File: src/rtl/rot_cordic_iter_if.sv
// Sample-in / result-out handshake bundle for the rotation CORDIC engine.
// The master side is the upstream/downstream pair; the slave side is the engine.
interface rot_cordic_iter_if #(
   parameter int WIDTH = 16
) ();
   logic                    in_valid;
   logic                    in_ready;
   logic signed [WIDTH-1:0] x_in;
   logic signed [WIDTH-1:0] y_in;
   logic signed [15:0]      phase_in;
   logic                    out_valid;
   logic                    out_ready;
   logic signed [WIDTH-1:0] x_out;
   logic signed [WIDTH-1:0] y_out;

   modport master (
      output in_valid, x_in, y_in, phase_in, out_ready,
      input  in_ready, out_valid, x_out, y_out
   );

   modport slave (
      input  in_valid, x_in, y_in, phase_in, out_ready,
      output in_ready, out_valid, x_out, y_out
   );
endinterface

File: src/rtl/rot_cordic_iter.sv
// Iterative rotation-mode CORDIC: one micro-rotation per clock, raw (gain ~1.6468)
// saturated x/y results held in DONE until the downstream takes them.
module rot_cordic_iter #(
   parameter int WIDTH = 16,
   parameter int ITER  = 14
) (
   input  logic             clk,
   input  logic             rst,
   rot_cordic_iter_if.slave bus
);
   localparam int XW = WIDTH + 2;

   typedef enum logic [1:0] {StIdle, StRotate, StDone} state_t;

   state_t                  r_state, w_state_nxt;
   logic signed [XW-1:0]    r_x, r_y, w_x_nxt, w_y_nxt;
   logic signed [16:0]      r_z, w_z_nxt;
   logic        [4:0]       r_cnt, w_cnt_nxt;
   logic signed [WIDTH-1:0] r_x_out, r_y_out, w_x_out_nxt, w_y_out_nxt;

   logic signed [XW-1:0]    w_xi, w_yi, w_xs, w_ys, w_x_rot, w_y_rot;
   logic signed [16:0]      w_ph, w_atan, w_z_rot;
   logic                    w_dir_pos;

   function automatic logic signed [16:0] atan_lut(input logic [4:0] idx);
      case (idx)
         5'd0:    atan_lut = 17'sd8192;
         5'd1:    atan_lut = 17'sd4836;
         5'd2:    atan_lut = 17'sd2555;
         5'd3:    atan_lut = 17'sd1297;
         5'd4:    atan_lut = 17'sd651;
         5'd5:    atan_lut = 17'sd326;
         5'd6:    atan_lut = 17'sd163;
         5'd7:    atan_lut = 17'sd81;
         5'd8:    atan_lut = 17'sd41;
         5'd9:    atan_lut = 17'sd20;
         5'd10:   atan_lut = 17'sd10;
         5'd11:   atan_lut = 17'sd5;
         5'd12:   atan_lut = 17'sd3;
         5'd13:   atan_lut = 17'sd1;
         5'd14:   atan_lut = 17'sd1;
         default: atan_lut = 17'sd0;
      endcase
   endfunction

   // In range only when the two guard bits match the WIDTH-bit sign bit.
   function automatic logic signed [WIDTH-1:0] sat(input logic signed [XW-1:0] v);
      if (v[XW-1:WIDTH-1] == {3{v[XW-1]}}) begin
         sat = v[WIDTH-1:0];
      end else if (v[XW-1]) begin
         sat = {1'b1, {(WIDTH-1){1'b0}}};
      end else begin
         sat = {1'b0, {(WIDTH-1){1'b1}}};
      end
   endfunction

   assign w_xi = {{2{bus.x_in[WIDTH-1]}}, bus.x_in};
   assign w_yi = {{2{bus.y_in[WIDTH-1]}}, bus.y_in};
   assign w_ph = {bus.phase_in[15], bus.phase_in};

   assign w_dir_pos = ~r_z[16];
   assign w_xs      = r_x >>> r_cnt;
   assign w_ys      = r_y >>> r_cnt;
   assign w_atan    = atan_lut(r_cnt);
   assign w_x_rot   = w_dir_pos ? (r_x - w_ys) : (r_x + w_ys);
   assign w_y_rot   = w_dir_pos ? (r_y + w_xs) : (r_y - w_xs);
   assign w_z_rot   = w_dir_pos ? (r_z - w_atan) : (r_z + w_atan);

   always_comb begin
      w_state_nxt   = r_state;
      w_x_nxt       = r_x;
      w_y_nxt       = r_y;
      w_z_nxt       = r_z;
      w_cnt_nxt     = r_cnt;
      w_x_out_nxt   = r_x_out;
      w_y_out_nxt   = r_y_out;
      bus.in_ready  = 1'b0;
      bus.out_valid = 1'b0;
      case (r_state)
         StIdle: begin
            bus.in_ready = 1'b1;
            if (bus.in_valid) begin
               // Fold the angle into +/-90 deg so the micro-rotations converge.
               if (bus.phase_in > 16'sd16384) begin
                  w_x_nxt = -w_yi;
                  w_y_nxt = w_xi;
                  w_z_nxt = w_ph - 17'sd16384;
               end else if (bus.phase_in < -16'sd16384) begin
                  w_x_nxt = w_yi;
                  w_y_nxt = -w_xi;
                  w_z_nxt = w_ph + 17'sd16384;
               end else begin
                  w_x_nxt = w_xi;
                  w_y_nxt = w_yi;
                  w_z_nxt = w_ph;
               end
               w_cnt_nxt   = 5'd0;
               w_state_nxt = StRotate;
            end
         end
         StRotate: begin
            w_x_nxt   = w_x_rot;
            w_y_nxt   = w_y_rot;
            w_z_nxt   = w_z_rot;
            w_cnt_nxt = r_cnt + 5'd1;
            if (r_cnt == 5'(ITER - 1)) begin
               w_x_out_nxt = sat(w_x_rot);
               w_y_out_nxt = sat(w_y_rot);
               w_state_nxt = StDone;
            end
         end
         StDone: begin
            bus.out_valid = 1'b1;
            if (bus.out_ready) begin
               w_state_nxt = StIdle;
            end
         end
         default: w_state_nxt = StIdle;
      endcase
   end

   always_ff @(posedge clk or posedge rst) begin
      if (rst) begin
         r_state <= StIdle;
         r_x     <= '0;
         r_y     <= '0;
         r_z     <= '0;
         r_cnt   <= '0;
         r_x_out <= '0;
         r_y_out <= '0;
      end else begin
         r_state <= w_state_nxt;
         r_x     <= w_x_nxt;
         r_y     <= w_y_nxt;
         r_z     <= w_z_nxt;
         r_cnt   <= w_cnt_nxt;
         r_x_out <= w_x_out_nxt;
         r_y_out <= w_y_out_nxt;
      end
   end

   assign bus.x_out = r_x_out;
   assign bus.y_out = r_y_out;
endmodule

File: src/flat_wrapper.sv
// flat-port wrapper written by rule: the top's interface ports become plain ports
module rot_cordic_iter_flat 
#(
   parameter int WIDTH = 16,
   parameter int ITER  = 14
)
  (clk, rst, bus_in_valid, bus_x_in, bus_y_in, bus_phase_in, bus_out_ready, bus_in_ready, bus_out_valid, bus_x_out, bus_y_out);
  rot_cordic_iter_if #(.WIDTH(WIDTH)) bus_i ();
  input  logic clk;
  input  logic rst;
  input wire logic [$bits(bus_i.in_valid)-1:0] bus_in_valid;
  input wire logic [$bits(bus_i.x_in)-1:0] bus_x_in;
  input wire logic [$bits(bus_i.y_in)-1:0] bus_y_in;
  input wire logic [$bits(bus_i.phase_in)-1:0] bus_phase_in;
  input wire logic [$bits(bus_i.out_ready)-1:0] bus_out_ready;
  output wire logic [$bits(bus_i.in_ready)-1:0] bus_in_ready;
  output wire logic [$bits(bus_i.out_valid)-1:0] bus_out_valid;
  output wire logic [$bits(bus_i.x_out)-1:0] bus_x_out;
  output wire logic [$bits(bus_i.y_out)-1:0] bus_y_out;
  assign bus_i.in_valid = bus_in_valid;
  assign bus_i.x_in = bus_x_in;
  assign bus_i.y_in = bus_y_in;
  assign bus_i.phase_in = bus_phase_in;
  assign bus_i.out_ready = bus_out_ready;
  assign bus_in_ready = bus_i.in_ready;
  assign bus_out_valid = bus_i.out_valid;
  assign bus_x_out = bus_i.x_out;
  assign bus_y_out = bus_i.y_out;
  rot_cordic_iter #(.WIDTH(WIDTH), .ITER(ITER)) u_core (.clk(clk), .rst(rst), .bus(bus_i));
endmodule
File: config.mk
export PLATFORM = sky130hd
export DESIGN_NAME = rot_cordic_iter_flat
export DESIGN_NICKNAME = d
export VERILOG_FILES = /design/src/rtl/rot_cordic_iter_if.sv /design/src/rtl/rot_cordic_iter.sv /design/src/flat_wrapper.sv
export SDC_FILE = /design/constraint.sdc
export NUM_CORES = 1
export LEC_CHECK = 0
export ABC_CLOCK_PERIOD_IN_PS = 6600
export BUFFER_PORTS_ARGS = -buffer_cell sky130_fd_sc_hd__buf_4
export CORE_MARGIN = 4
export CORE_UTILIZATION = 38
export DETAILED_ROUTE_END_ITERATION = 12
export REMOVE_ABC_BUFFERS = 1
export SLEW_MARGIN = 10
export SYNTH_ARGS = -nofsm -noshare
export SYNTH_HDL_FRONTEND = slang
export SYNTH_SLANG_ARGS = --single-unit
File: constraint.sdc
create_clock -name clk -period 6.6 [get_ports clk]
set_clock_uncertainty 0.1 [all_clocks]
set_input_delay 0.66 -clock clk [delete_from_list [all_inputs] [get_ports clk]]
set_output_delay 0.66 -clock clk [all_outputs]
set_load 0.05 [all_outputs]
==> results of run 1 <==
synthesized netlist by cell type, drive strengths merged (13+ instances only):
library cell  count
nor2            135
nand2           115
a21oi           113
o21ai           103
dfrtp            92
ha               66
clkbuf           65
xnor2            47
mux2i            43
o22ai            38
xor2             35
inv              32
nand3            31
nor3             31
buf              28
a211oi           25
mux2             23
or3              22
a221o            21
mux4             20
a21o             19
a22oi            19
nand2b           18
nor2b            16
a31oi            15
a221oi           13
and2             13
o22a             13
o31ai            13
worst max-delay path by stage:
| stage | startpoint | end | cells after the start |
|---|---|---|---|
| finish | u_core.r_cnt[2] | u_core.bus.y_out[2] | 21 |
| global route | u_core.r_cnt[2] | u_core.bus.y_out[2] | 21 |
| CTS | u_core.r_cnt[2] | u_core.bus.y_out[2] | 21 |
| detailed placement | u_core.r_cnt[2] | u_core.bus.y_out[3] | 20 |
| global placement | u_core.r_cnt[2] | u_core.bus.y_out[14] | 18 |
| floorplan | u_core.r_cnt[0] | u_core.bus.x_out[5] | 19 |
logic make-up (layout without fill, tap and decap cells):
group	count (synthesis)	count (layout)	synth area share, %
AOI/OAI and AO/OA	472	472	28.9
xor gates and xnor gates	83	83	6.86
adders and majority gates	69	69	8.20
buffers and inverters	127	170	5.11
DFF	92	92	21.3
muxes	86	86	10.6
and+or+nand+nor	435	435	19.1
per-layer routing:
metal	up-vias	share of wire, %
met5	-	0
met4	0	3.6
met3	72	6.0
met2	456	47
met1	5364	43
li1	5209	-
state kept, by name, indices dropped and copies added (netlist names):
| register | count |
|---|---|
| u_core.bus.x_out | 16 |
| u_core.r_z | 17 |
| u_core.r_y | 18 |
| u_core.r_cnt | 5 |
| u_core.r_x | 18 |
| u_core.bus.y_out | 16 |
| u_core.r_state | 2 |
critical path, stage by stage, from the launching register on:
cell	delay [ns]
dfrtp_2	0.98
or2_2	0.36
o22ai_1	0.14
a221oi_2	0.32
o21a_1	0.18
ha_1	0.16
nand4_1	0.13
nor3b_1	0.31
and3_1	0.21
and2_1	0.22
nand2_1	0.09
a311o_1	0.36
a21oi_1	0.17
ha_1	0.23
nand2_1	0.07
a211oi_1	0.37
nor2_1	0.10
a211o_1	0.28
xnor3_1	0.40
a21oi_2	0.07
nor2_2	0.46
a221o_1	0.24
per-stage QoR:
step	TNS, ns	hold slack, ns
floorplan	-4.85	0.356
global placement	0	0.378
detailed placement	0	0.391
CTS	0	0.277
global route	0	0.296
finish	0	0.246
final cells by class:
class                   instances  area, sq um  area share (%)
clock buffers                   9          225            1.86
clock inverters                 7         82.6           0.682
inverters                      34          130            1.07
multi-input cells            1145         7970            65.8
flip-flops and latches         92         2310            19.0
well taps                     378          473            3.90
repair buffers                120          926            7.64
==> results.tsv, run 1 <==
stage	metric	value	unit
placed_design	routability cong.	0.968	
setup_path	reg2reg path depth	21	
floorplanning	Die Y-Extent	177	um
detailed_routing	drt initial violations	1088	
yosys	Distinct cells, synth	76	
timing	Max transition margin	34.9	%
global_routing	largest net degree at the start of global routing	57	
layout	layout cells sized above 1	14.7	%
layout	final cell area excluding filler cells	12100	sq um
yosys	register area share after synthesis	21.3	%
floorplanning	Initial Util	38.7	%
placed_design	dpl ws	0.689	ns
floorplanning	die width	177	um
layout	Finished Layout Cells	1785	
layout	final core occ	43.4	%
clock_network	clock-pin slew on the worst setup and hold paths	0.08	ns
floorplanning	Die ar.	31200	sq um
global_routing	GR Util met1	33.7	%
layout	ANT cells	0	
global_routing	GR Util met3	2.88	%
timing	Worst Max-Slew Pin Slew	0.976	ns
yosys	Yosys reg bits	92	
timing	period utilisation layout	92.0	%
floorplanning	Cell Rows	61	
layout	fillers	2928	
timing	Fmax	165	MHz
layout	commonest non-fill, non-tap cell in the layout	nor2_1	
detailed_routing	Routed Antenna Nets	0	
detailed_routing	Via-to-Cell Ratio	6.22	
clock_network	CTS max path bufs	2	
floorplanning	Core Region	27900	sq um
job	max-cap violations	0	
timing	Setup Viol. Count Final	0	
detailed_routing	final wirelength	39300	um
clock_network	CTS tree	built	
yosys	dominant synthesized flop cell	dfrtp_1	
global_routing	first-pass GRT wire length	60300	um
hold_path	Hold Crit Class	in -> async	
layout	area growth from synthesis to layout	12.1	%
run_status	status	finished clean	
clock_network	clock sinks	92	
clock_network	H-tree depth	3	
yosys	Avg Cell Area, Syn	7.92	sq um
placed_design	post-DP HPWL	29700	um
timing	post-layout min period	6.07	ns
clock_network	Root Buffer Master	clkbuf_16	
clock_network	clk_lat worst skew	0.37	ns
global_routing	initial antenna violation count	0	
setup_path	Crit Path Category	reg -> reg	
clock_network	post-CTS setup buffers	0	
timing	Fin. Hold Viols	0	
setup_path	data arrival time of the worst path	6.27	ns
yosys	Synth top area share	21.3	%
setup_path	Max Fanout on Critical Path	42	
detailed_routing	Avg WL per Cell	22.0	um
detailed_routing	vias post-DR	11100	
setup_path	Reg-to-Reg End	u_core.bus.y_out[2]	
yosys	Ys Warns	0	
yosys	Cell Area, Synth	10800	sq um
yosys	Post-synth EDFFs	0	
global_routing	GRT busiest layer	met2	
global_routing	vias in the first global route	10200	
global_routing	GRT Total Usage	24.3	%
clock_network	Num CTS Buffers	9	
global_routing	grt met2 use	39.7	%
setup_path	Worst Setup End Kind	flop	
setup_path	critical path required time	6.79	ns
timing	unrepaired setup endpoints after global routing	false	
timing	worst setup margin	0.527	ns
setup_path	reg2reg start	u_core.r_cnt[2]	
yosys	Async SR Flop Fraction	100	%
placed_design	dpl cells	1769	
detailed_routing	drt drc	0	
yosys	synth top area cells	dfrtp_1 (21%), ha_1 (7.6%), a21oi_1 (5.2%), o21ai_0 (4.7%), nor2_1 (4.7%)	
layout	Nets	1523	
detailed_routing	1st-pass router iterations	5	
clock_network	CTS resizes	0	
layout	most frequent cells in the layout	nor2_1 (133), buf_4 (118), nand2_1 (115)	
setup_path	flop2flop setup slack	0.53	ns
floorplanning	# IOs	86	
global_routing	grt ovf	0	
setup_path	Startpoint Class	flop	
timing	Max Transition Viols Final	0	
yosys	synthesized instance count	1364	
placed_design	Post-DP Area	11800	sq um
placed_design	I/O Buffers	85	
clock_network	CTS hold repair buffers	0	
yosys	top cell type by total area after synthesis	dfrtp_1	
Power of run 1 is not shown: default switching activity piles up to over one toggle a cycle in this logic, so the estimate is an artifact.
==> run 2, diff against run 1 <==
- CAP_MARGIN: unset -> 20
- CORE_ASPECT_RATIO: unset -> 1.25
==> results.tsv, run 2 (synthesized netlist as in run 1, its figures left out) <==
stage	metric	value	unit	change
run_status	status	finished clean		unchanged
timing	Setup Viol. Count Final	0		unchanged
placed_design	post-DP HPWL	30100	um	was 29700 um
timing	period utilisation layout	91.1	%	was 92.0%
detailed_routing	vias post-DR	11100		about the same
global_routing	largest net degree at the start of global routing	62		was 57
clock_network	CTS tree	built		unchanged
setup_path	slowest CP cell	dfrtp_2		unchanged
timing	Fin. Hold Viols	0		unchanged
clock_network	post-CTS setup buffers	0		unchanged
floorplanning	# IOs	86		unchanged
setup_path	data arrival time of the worst path	6.21	ns	was 6.27 ns
layout	commonest non-fill, non-tap cell in the layout	nor2_1		unchanged
clock_network	clock-pin slew on the worst setup and hold paths	0.07	ns	was 0.08 ns
clock_network	CTS resizes	0		unchanged
floorplanning	Die Y-Extent	197	um	was 177 um
floorplanning	Initial Util	38.8	%	was 38.7%
timing	Fmax	166	MHz	was 165 MHz
timing	Worst Max-Slew Pin Slew	0.965	ns	was 0.976 ns
clock_network	H-tree depth	3		unchanged
global_routing	first-pass GRT wire length	61000	um	was 60300 um
floorplanning	Cell Rows	68		was 61
setup_path	worst setup path endpoint	u_core.bus.y_out[1]		was u_core.bus.y_out[2]
layout	final core occ	43.4	%	about the same
layout	ANT cells	0		unchanged
setup_path	Crit Path Category	reg -> reg		unchanged
layout	layout cells sized above 1	14.8	%	was 14.7%
clock_network	CTS hold repair buffers	0		unchanged
clock_network	CTS max path bufs	2		unchanged
detailed_routing	1st-pass router iterations	5		unchanged
global_routing	GRT Total Usage	24.5	%	was 24.3%
setup_path	Startpoint Class	flop		unchanged
setup_path	critical path required time	6.80	ns	was 6.79 ns
timing	post-layout min period	6.01	ns	was 6.07 ns
detailed_routing	Avg WL per Cell	22.4	um	was 22.0 um
floorplanning	die width	159	um	was 177 um
clock_network	clock sinks	92		unchanged
setup_path	delay of the slowest critical-path stage	0.97	ns	was 0.98 ns
setup_path	worst-path cell chain	or2_2, o22ai_1, a221oi_2, o21a_1, ha_1, nand4_1, nor3b_1, and3_1, and2_1, nand2_1, a311o_1, a21oi_1, ha_1, o21ai_0, a21oi_1, or4_1, a31oi_1, xnor2_1, a21oi_2, nor2_2, a221o_1		was or2_2, o22ai_1, a221oi_2, o21a_1, ha_1, nand4_1, nor3b_1, and3_1, and2_1, nand2_1, a311o_1, a21oi_1, ha_1, nand2_1, a211oi_1, nor2_1, a211o_1, xnor3_1, a21oi_2, nor2_2, a221o_1
global_routing	vias in the first global route	10600		was 10200
global_routing	grt ovf	0		unchanged
floorplanning	Core Region	27800	sq um	was 27900 sq um
placed_design	routability cong.	0.919		was 0.968
detailed_routing	Routed Antenna Nets	0		unchanged
placed_design	I/O Buffers	85		unchanged
layout	area growth from synthesis to layout	11.8	%	was 12.1%
setup_path	reg2reg path depth	21		unchanged
setup_path	Max Fanout on Critical Path	43		was 42
detailed_routing	Via-to-Cell Ratio	6.30		was 6.22
detailed_routing	drt drc	0		unchanged
clock_network	Num CTS Buffers	9		unchanged
timing	Max Transition Viols Final	0		unchanged
layout	leading registers by flop count	u_core.r_x x18, u_core.r_y x18, u_core.r_z x17		unchanged
floorplanning	Die ar.	31200	sq um	about the same
setup_path	flop2flop setup slack	0.59	ns	was 0.53 ns
timing	unrepaired setup endpoints after global routing	false		unchanged
setup_path	Worst Setup End Kind	flop		unchanged
global_routing	initial antenna violation count	1		was 0
setup_path	Worst setup startpoint	u_core.r_cnt[2]		unchanged
setup_path	reg2reg start	u_core.r_cnt[2]		unchanged
detailed_routing	drt initial violations	987		was 1088
clock_network	clk_lat worst skew	0.36	ns	was 0.37 ns
layout	most frequent cells in the layout	nor2_1 (133), buf_4 (123), nand2_1 (115)		was nor2_1 (133), buf_4 (118), nand2_1 (115)
clock_network	Root Buffer Master	clkbuf_16		unchanged
detailed_routing	final wirelength	39500	um	was 39300 um
setup_path	Reg-to-Reg End	u_core.bus.y_out[1]		was u_core.bus.y_out[2]
hold_path	Hold Crit Class	in -> async		unchanged
job	max-cap violations	0		unchanged
layout	Nets	1526		was 1523
timing	Max transition margin	35.7	%	was 34.9%
[run 2: per-layer routing]
layer | track usage [%] | share of wire, % | vias up
li1 | - | - | 5207
met1 | 30.1 | 40 | 5347
met2 | 41.9 | 49 | 413
met3 | 2.76 | 5.3 | 110
met4 | 14.3 | 6.3 | 0
met5 | 0 | 0 | -
[run 2: through the flow]
stage	setup TNS, ns	cell area, sq um	hold slack [ns]	worst slack [ns]	std cells
2_1_floorplan	-4.85	10400	0.356	-0.265	1271
4_1_cts	0	12100	0.224	0.667	1759
3_5_place_dp	0	11800	0.385	0.700	1744
5_1_grt	0	12100	0.239	0.141	1759
3_3_place_gp	0	11800	0.381	0.796	1744
6_report	0	12100	0.209	0.590	1759
[run 2: final cells by class]
| type | count | area [sq um] |
|---|---|---|
| Tap cell | 350 | 438 |
| Inverter | 34 | 130 |
| Fill cell | 2807 | 15700 |
| Clock buffer | 9 | 225 |
| Clock inverter | 6 | 88.8 |
| Multi-Input combinational cell | 1145 | 7970 |
| Sequential cell | 92 | 2310 |
| Timing Repair Buffer | 123 | 923 |
[run 2: worst min path at each step]
stage	start	endpoint	slack, ns	depth (start not counted)
6_report	rst	u_core.r_y[2]	0.21	2
3_3_place_gp	u_core.r_z[0]	u_core.r_z[0]	0.38	2
5_1_grt	rst	u_core.r_x[15]	0.24	2
3_5_place_dp	u_core.r_z[0]	u_core.r_z[0]	0.39	2
4_1_cts	rst	u_core.r_y[15]	0.22	2
2_1_floorplan	u_core.r_z[0]	u_core.r_z[0]	0.36	2
[run 2: worst max-delay path: cells and delay by family, from the launching register on]
family / cells / cell delay (ns)
AND/OR/NAND/NOR: 8 / 2.15
AO/OA/AOI/OAI: 10 / 2.02
flip-flops: 1 / 0.97
adder cells (fa/ha/maj): 2 / 0.47
XOR/XNOR: 1 / 0.23
Power of run 2 is left out for the same reason.
==> run 3, diff against run 2 <==
- CELL_PAD_IN_SITES_DETAIL_PLACEMENT: unset -> 1
- CELL_PAD_IN_SITES_GLOBAL_PLACEMENT: unset -> 1
- PLACE_DENSITY_LB_ADDON: unset -> 0.1
==> results.tsv, run 3 (synthesized netlist as in run 1, its figures left out) <==
stage	metric	value	unit	change
floorplanning	# IOs	86		unchanged
detailed_routing	drt drc	0		unchanged
setup_path	Max Fanout on Critical Path	19		was 43
timing	post-layout min period	6.18	ns	was 6.01 ns
setup_path	data arrival time of the worst path	6.32	ns	was 6.21 ns
layout	area growth from synthesis to layout	12.4	%	was 11.8%
layout	final core occ	43.7	%	was 43.4%
detailed_routing	Via-to-Cell Ratio	6.35		was 6.30
clock_network	CTS tree	built		unchanged
placed_design	I/O Buffers	85		unchanged
clock_network	clock sinks	92		unchanged
setup_path	critical path required time	6.75	ns	was 6.80 ns
timing	Max Transition Viols Final	0		unchanged
floorplanning	Initial Util	38.8	%	unchanged
floorplanning	Die Y-Extent	197	um	unchanged
layout	most frequent cells in the layout	buf_4 (134), nor2_1 (133), nand2_1 (115)		was nor2_1 (133), buf_4 (123), nand2_1 (115)
setup_path	reg2reg path depth	21		unchanged
global_routing	GRT Total Usage	27.5	%	was 24.5%
timing	Fmax	162	MHz	was 166 MHz
placed_design	post-DP HPWL	34500	um	was 30100 um
layout	layout cells sized above 1	15.5	%	was 14.8%
global_routing	vias in the first global route	11500		was 10600
floorplanning	Die ar.	31200	sq um	unchanged
timing	unrepaired setup endpoints after global routing	false		unchanged
setup_path	Crit Path Category	reg -> reg		unchanged
timing	Worst Max-Slew Pin Slew	0.962	ns	was 0.965 ns
detailed_routing	Avg WL per Cell	24.8	um	was 22.4 um
layout	leading registers by flop count	u_core.r_x x18, u_core.r_y x18, u_core.r_z x17		unchanged
clock_network	Root Buffer Master	clkbuf_16		unchanged
global_routing	initial antenna violation count	0		was 1
hold_path	Hold Crit Class	in -> async		unchanged
timing	period utilisation layout	93.6	%	was 91.1%
layout	commonest non-fill, non-tap cell in the layout	buf_4		was nor2_1
clock_network	H-tree depth	3		unchanged
setup_path	Worst Setup End Kind	flop		unchanged
detailed_routing	1st-pass router iterations	8		was 5
layout	ANT cells	0		unchanged
setup_path	Startpoint Class	flop		unchanged
detailed_routing	Routed Antenna Nets	0		unchanged
layout	final cell area excluding filler cells	12100	sq um	about the same
placed_design	routability cong.	0.921		was 0.919
clock_network	CTS hold repair buffers	0		unchanged
clock_network	clock-pin slew on the worst setup and hold paths	0.08	ns	was 0.07 ns
clock_network	CTS max path bufs	2		unchanged
detailed_routing	vias post-DR	11300		was 11100
clock_network	clk_lat worst skew	0.37	ns	was 0.36 ns
global_routing	largest net degree at the start of global routing	64		was 62
timing	Setup Viol. Count Final	0		unchanged
floorplanning	Core Region	27800	sq um	unchanged
timing	Max transition margin	35.3	%	was 35.7%
layout	Nets	1538		was 1526
placed_design	Post-DP Area	11900	sq um	was 11800 sq um
floorplanning	Cell Rows	68		unchanged
timing	Fin. Hold Viols	0		unchanged
floorplanning	die width	159	um	unchanged
global_routing	first-pass GRT wire length	68200	um	was 61000 um
detailed_routing	drt initial violations	823		was 987
detailed_routing	final wirelength	44000	um	was 39500 um
run_status	status	finished clean		unchanged
clock_network	Num CTS Buffers	9		unchanged
global_routing	grt ovf	0		unchanged
job	max-cap violations	0		unchanged
run 3: cell types whose count changed in the layout (fill, tap and decap cells not counted):
cell,previous run,this run
buf_12,0,1
clkinvlp_4,2,3
nor2_4,0,1
inv_6,1,2
clkinv_2,1,2
nor2_2,2,1
bufinv_16,2,0
buf_4,123,134
run 3: layer usage:
layer	share of wire, %	wire (um)	vias up	GRT usage (%)
met5	0	0	-	0
met4	4.4	1940	0	11.8
met3	4.7	2070	80	3.43
met2	50	22000	308	49.3
met1	41	18000	5648	33.5
li1	-	-	5223	-
run 3: final timing paths:
kind	startpoint	slack, ns	endpoint
worst min-delay path	rst	0.19	u_core.r_y[2]
worst min register to register	u_core.r_z[0]	0.40	u_core.r_z[0]
worst max-delay path	u_core.r_cnt[0]	0.42	u_core.bus.y_out[10]
min in group clk	bus_out_ready	0.36	u_core.r_state[1]
max in group asynchronous	rst	4.94	u_core.r_cnt[2]
worst max register to register	u_core.r_cnt[0]	0.42	u_core.bus.y_out[10]
run 3: metrics by stage:
stage,setup WS (ns),cells,hold WS (ns),TNS [ns]
2_1_floorplan,-0.265,1271,0.356,-4.85
6_report,0.423,1772,0.190,0
5_1_grt,0.0280,1772,0.221,0
4_1_cts,0.441,1772,0.200,0
3_5_place_dp,0.463,1756,0.387,0
3_3_place_gp,0.671,1756,0.380,0
run 3: area by class of cell:
class	count	area, sq um
inverter	34	130
tap	350	438
multi-input combinational	1145	7970
fill	3383	15700
timing repair buffer	135	1030
clock inverter	7	50.0
sequential	92	2310
clock buffer	9	225
run 3: timing repair:
item                                    in CTS  in global routing
setup buffers                                0                  0
endpoints found under the hold margin        0                  0
endpoints found under the setup margin       0                 14
gates resized for setup                      0                  1
run 3: critical path: stages, from the launching register on:
cell and delay, ns:
dfrtp_2 0.66, buf_4 0.33, mux4_2 0.56, a221oi_2 0.30
o21a_1 0.20, ha_1 0.19, nand4_1 0.12, nor3b_1 0.30
and3_1 0.21, and2_1 0.23, nand2_1 0.10, a311o_1 0.37
a21oi_1 0.21, ha_1 0.25, nand2_1 0.08, a211oi_1 0.34
nor2_1 0.11, a211o_1 0.29, xnor3_1 0.43, a21oi_2 0.22
nor2_4 0.11, a221o_1 0.34
Power of run 3 is left out for the same reason.
